`src/rtl/prog_counter.sv`:
```
// Parametrised up/down counter with programmable modulus, wrap/saturate mode,
// enable prescaler, synchronous load/clear, terminal-count pulse and sticky overflow.
module prog_counter #(
  parameter int WIDTH    = 8,
  parameter int MOD_MAX  = 2**WIDTH - 1,
  parameter int PRESCALE = 1,
  parameter int SATURATE = 0
) (
  input  logic             clk,
  input  logic             rst,
  input  logic             enable,
  input  logic             up,
  input  logic             load,
  input  logic [WIDTH-1:0] load_val,
  input  logic             clear,
  output logic [WIDTH-1:0] count,
  output logic             tc,
  output logic             ovf
);

  localparam int PW = (PRESCALE > 1) ? $clog2(PRESCALE) : 1;
  localparam logic [WIDTH-1:0] MAX      = WIDTH'(MOD_MAX);
  localparam logic [PW-1:0]    PRE_LAST = PW'(PRESCALE - 1);

  logic [PW-1:0]    pre_cnt;
  logic [WIDTH-1:0] load_clamped;
  logic             step;
  logic             at_top;
  logic             at_bottom;

  // Clamping is only needed when the modulus leaves unreachable codes.
  if (MOD_MAX < 2**WIDTH - 1) begin : g_clamp
    assign load_clamped = (load_val > MAX) ? MAX : load_val;
  end else begin : g_no_clamp
    assign load_clamped = load_val;
  end

  assign step      = enable && (pre_cnt == PRE_LAST);
  assign at_top    = (count == MAX);
  assign at_bottom = (count == '0);

  always_ff @(posedge clk) begin
    if (rst || clear) begin
      count   <= '0;
      pre_cnt <= '0;
      tc      <= 1'b0;
      ovf     <= 1'b0;
    end else if (load) begin
      count   <= load_clamped;
      pre_cnt <= '0;
      tc      <= 1'b0;
    end else begin
      tc <= 1'b0;
      if (step) begin
        pre_cnt <= '0;
        if (up) begin
          if (at_top) begin
            count <= (SATURATE != 0) ? MAX : '0;
            tc    <= 1'b1;
            ovf   <= 1'b1;
          end else begin
            count <= count + 1'b1;
          end
        end else begin
          if (at_bottom) begin
            count <= (SATURATE != 0) ? '0 : MAX;
            tc    <= 1'b1;
            ovf   <= 1'b1;
          end else begin
            count <= count - 1'b1;
          end
        end
      end else if (enable) begin
        pre_cnt <= pre_cnt + 1'b1;
      end
    end
  end

endmodule

```
`config.mk`:
```
export PLATFORM = sky130hd
export DESIGN_NAME = prog_counter
export DESIGN_NICKNAME = d
export VERILOG_FILES = /design/src/rtl/prog_counter.sv
export SDC_FILE = /design/constraint.sdc
export NUM_CORES = 1
export LEC_CHECK = 0
export CAP_MARGIN = 10
export CORE_UTILIZATION = 65
export DETAILED_ROUTE_END_ITERATION = 8
export DONT_BUFFER_PORTS = 1
export PLACE_DENSITY = 0.79
export REMOVE_ABC_BUFFERS = 1
export SETUP_SLACK_MARGIN = 0.05
export SLEW_MARGIN = 40
export SYNTH_ARGS = -nofsm -noshare
export SYNTH_HDL_FRONTEND = slang
export SYNTH_SLANG_ARGS = --single-unit
```
`constraint.sdc`:
```
create_clock -name clk -period 2.76 [get_ports clk]
set_clock_uncertainty 0.05 [all_clocks]
set_input_delay 0.552 -clock clk [delete_from_list [all_inputs] [get_ports clk]]
set_output_delay 0.552 -clock clk [all_outputs]
set_load 0.01 [all_outputs]
```
==> run_summary.xml <==
<?xml version="1.0" encoding="UTF-8"?>
<metrics>
  <group name="outcome">
    <metric name="outcome" unit="">finished, final reports clean</metric>
  </group>
  <group name="power">
    <metric name="power-per-cell-area" unit="nW/µm²">415</metric>
    <metric name="switchingPower" unit="mW">0.128</metric>
    <metric name="power.combinational.fraction" unit="">0.224</metric>
    <metric name="power.clock.fraction" unit="">0.295</metric>
    <metric name="power_leakage" unit="nW">0.337</metric>
    <metric name="vdd_ir_drop_max" unit="mV">0.367</metric>
    <metric name="seqPwrFrac" unit="">0.481</metric>
    <metric name="internal_power" unit="mW">0.261</metric>
    <metric name="sw_frac_of_total" unit="">0.329</metric>
  </group>
  <group name="worst_setup_path">
    <metric name="startpoint_type" unit="">flip-flop</metric>
    <metric name="cp_max_fo" unit="">10</metric>
    <metric name="timing.critical_path.to_type" unit="">flip-flop</metric>
    <metric name="critical_path_required" unit="ns">2.86</metric>
    <metric name="cp_cell_sequence" unit="">inv_1, ha_1, nor4b_2, o211a_1, a211o_1, a221oi_1, nor3_1</metric>
    <metric name="slowest_delay" unit="ns">0.59</metric>
    <metric name="critical_path_class" unit="">reg -&gt; reg</metric>
    <metric name="timing.critical_path.arrival" unit="ns">2.32</metric>
    <metric name="cp_top_family" unit="">compound AO/OA/AOI/OAI gates</metric>
    <metric name="critical_path_buf_inv_count" unit="">1</metric>
    <metric name="timing.critical_path.slowest_stage_cell" unit="">dfxtp_1</metric>
  </group>
  <group name="timing">
    <metric name="share_of_the_cycle_needed_by_the_critical_path_after_routing" unit="">0.807</metric>
    <metric name="max_freq" unit="GHz">0.449</metric>
    <metric name="rsz0062_at_grt" unit="">no</metric>
    <metric name="number_of_max_slew_violations_in_the_final_report" unit="">0</metric>
    <metric name="finalCriticalPeriod" unit="ns">2.23</metric>
    <metric name="final-hold-violation-count" unit="">0</metric>
    <metric name="tns" unit="ns">0</metric>
    <metric name="timing_worst_slew_pin_value" unit="ns">0.640</metric>
    <metric name="worst_slew_margin_rel" unit="">0.573</metric>
    <metric name="setup_viol" unit="">0</metric>
    <metric name="hold_ws" unit="ns">0.303</metric>
  </group>
  <group name="route">
    <metric name="remaining_drc_errors" unit="">0</metric>
    <metric name="vias_per_cell" unit="">6.64</metric>
    <metric name="detail_route.wl_per_cell" unit="µm">16.4</metric>
    <metric name="antenna_violating_nets_post_route" unit="">0</metric>
    <metric name="detail_route.iter0.violations" unit="">35</metric>
    <metric name="dr.pass1.iters" unit="">4</metric>
    <metric name="total_via_count_in_the_routed_design" unit="">903</metric>
    <metric name="drt_wl_total" unit="mm">2.23</metric>
  </group>
  <group name="floorplan">
    <metric name="floorplan.rows" unit="">13</metric>
    <metric name="die_y" unit="µm">40.1</metric>
    <metric name="pin_count" unit="">24</metric>
    <metric name="die_x" unit="µm">40.1</metric>
    <metric name="fp.coreArea" unit="µm²">1330</metric>
    <metric name="die_area" unit="µm²">1610</metric>
    <metric name="starting_density_of_the_core" unit="">0.709</metric>
  </group>
  <group name="yosys">
    <metric name="post-synth-top-count-cell" unit="">nor2_1</metric>
    <metric name="synthDistinctLibCells" unit="">44</metric>
    <metric name="synth_xor_area_frac" unit="">0.0463</metric>
    <metric name="synthArstFlopShare" unit="">0</metric>
    <metric name="synth_compound_gate_area_share" unit="">0.250</metric>
    <metric name="synth_sequential_area_ratio" unit="">0.233</metric>
    <metric name="top_flip_flop_cell_by_instance_count_after_synthesis" unit="">dfxtp_1</metric>
    <metric name="syn_area" unit="µm²">946</metric>
    <metric name="largest_family_of_logic_cells_by_synthesized_area" unit="">simple AND/OR/NAND/NOR gates</metric>
    <metric name="ys_top_cells_by_count" unit="">nor2_1, dfxtp_1, a21oi_1</metric>
    <metric name="post_synthesis_share_of_cell_area_spent_on_and_or_nand_and_nor_gates" unit="">0.327</metric>
    <metric name="post_synthesis_share_of_cell_area_spent_on_full_adders_half_adders_and_majority_gates" unit="">0.0397</metric>
    <metric name="synth-seq-cells" unit="">11</metric>
    <metric name="yosys.area.top_type" unit="">dfxtp_1</metric>
    <metric name="synth.avg_cell_area" unit="µm²">7.39</metric>
    <metric name="syn-instance-count" unit="">128</metric>
    <metric name="ys_warn_count" unit="">0</metric>
    <metric name="synth_top_area_share" unit="">0.233</metric>
    <metric name="synth_enable_flop_cells" unit="">0</metric>
    <metric name="post_synth_mux_area_share" unit="">0.0106</metric>
    <metric name="post_synth_main_area_contributors" unit="">dfxtp_1, nor2_1, a21oi_1, ha_1, nand3_1</metric>
  </group>
  <group name="place">
    <metric name="place_congestion" unit="">0.861</metric>
    <metric name="placement.io_buffers" unit="">0</metric>
    <metric name="placement.cell_area" unit="µm²">910</metric>
    <metric name="hpwlAfterDp" unit="mm">1.66</metric>
  </group>
  <group name="clocking">
    <metric name="numClockSinks" unit="">11</metric>
    <metric name="cts.htree.levels" unit="">1</metric>
    <metric name="cts_hold_buffers" unit="">0</metric>
    <metric name="cts_tree" unit="">yes</metric>
    <metric name="clock_insertion_delay_worst_skew" unit="ns">0.28</metric>
    <metric name="clockBufferDepth" unit="">2</metric>
    <metric name="cts-buffers-inserted" unit="">3</metric>
    <metric name="postCtsResizedCells" unit="">0</metric>
    <metric name="cts_post_setup_buffers_inserted" unit="">0</metric>
    <metric name="path_clk_slew" unit="ns">0.08</metric>
    <metric name="cts-root-buf" unit="">clkbuf_4</metric>
  </group>
  <group name="global_route">
    <metric name="grt_overflow_total" unit="">0</metric>
    <metric name="vias_in_the_first_global_route" unit="">749</metric>
    <metric name="largest_net_degree_at_the_start_of_global_routing" unit="">19</metric>
    <metric name="initial_antenna_violation_count" unit="">0</metric>
    <metric name="grt_util_all_layers" unit="">0.304</metric>
    <metric name="grt_first_pass_wirelength" unit="mm">3.26</metric>
  </group>
  <group name="layout">
    <metric name="n_fill_cell" unit="">122</metric>
    <metric name="multiInputGateArea" unit="µm²">637</metric>
    <metric name="final_nets" unit="">139</metric>
    <metric name="synthToLayoutAreaGrowth" unit="%">-1.06</metric>
    <metric name="final_area" unit="µm²">936</metric>
    <metric name="total_inserted_antenna_cells" unit="">0</metric>
    <metric name="area.sequential" unit="µm²">220</metric>
    <metric name="layout-drive-gt1-share" unit="">0.0826</metric>
  </group>
  <group name="min_path">
    <metric name="worst_min_path_class" unit="">in -&gt; reg</metric>
  </group>
  <group name="job">
    <metric name="max_cap_viol_count" unit="">0</metric>
  </group>
</metrics>
==> logic make-up after synthesis <==
logic type               count (synthesis)
AO/OA/AOI/OAI                           35
XOR/XNOR                                 5
adder cells (fa/ha/maj)                  3
buffers and inverters                   19
flip-flops                              11
multiplexers                             1
AND/OR/NAND/NOR                         54
==> stage by stage <==
step | worst slack [ns] | power (mW) | std cells | utilization
detailed placement | 0.576 | 0.276 | 132 | 0.682
floorplan | 0.810 | 0.256 | 116 | -
global placement | 0.618 | 0.274 | 132 | 0.682
CTS | 0.544 | 0.388 | 136 | 0.702
finish | 0.532 | 0.389 | 136 | 0.702
global route | 0.388 | 0.408 | 136 | 0.702
==> final cells by class <==
cell class | count | area share
multi-input combinational | 98 | 0.680
sequential | 11 | 0.235
clock buffer | 4 | 0.0281
inverter | 7 | 0.0281
tap | 15 | 0.0201
timing repair buffer | 1 | 0.00802
==> state kept, by name, indices dropped and copies added (netlist names) <==
name / cells
count: 8
ovf: 1
pre_cnt: 1
tc: 1
==> path summary, 6_finish.rpt <==
check	startpoint	to	depth (start not counted)	slack, ns
max reg2reg	count[0]	count[7]	7	0.53
max	count[0]	count[7]	7	0.53
min reg2reg	pre_cnt	pre_cnt	1	0.44
min	enable	pre_cnt	1	0.30
==> routing by layer <==
layer	wire [µm]	global-route usage	share of wire	up-vias
li1	-	-	-	454
met2	1010	0.452	0.45	41
met3	166	0.0944	0.074	4
met5	0	0	0	-
met1	1020	0.405	0.46	404
met4	35	0.121	0.016	0
==> worst reg2reg max path, delay by kind of cell (launching register included) <==
family / cells / cell delay (ns)
buffers and inverters: 1 / 0.15
adders and majority gates: 1 / 0.25
DFF: 1 / 0.59
AOI/OAI and AO/OA: 3 / 0.80
and+or+nand+nor: 2 / 0.27
==> placed cells by master (no fill, tap or decap), drive strengths merged, types with 7 or more instances in the layout <==
cell and instances:
o21ai 10, inv 7, nor2 14, dfxtp 11
nand2 7, nand3 7, a21oi 8, nor3 7
==> power groups by stage <==
stage / Sequential, mW / Combinational (mW) / Clock (mW)
3_5_place_dp: 0.190 / 0.0858 / 0
4_1_cts: 0.186 / 0.0866 / 0.115
3_3_place_gp: 0.190 / 0.0843 / 0
5_1_grt: 0.189 / 0.0974 / 0.122
6_report: 0.187 / 0.0870 / 0.115
2_1_floorplan: 0.186 / 0.0699 / 0
No activity file was read; power rests on OpenSTA's default activity.
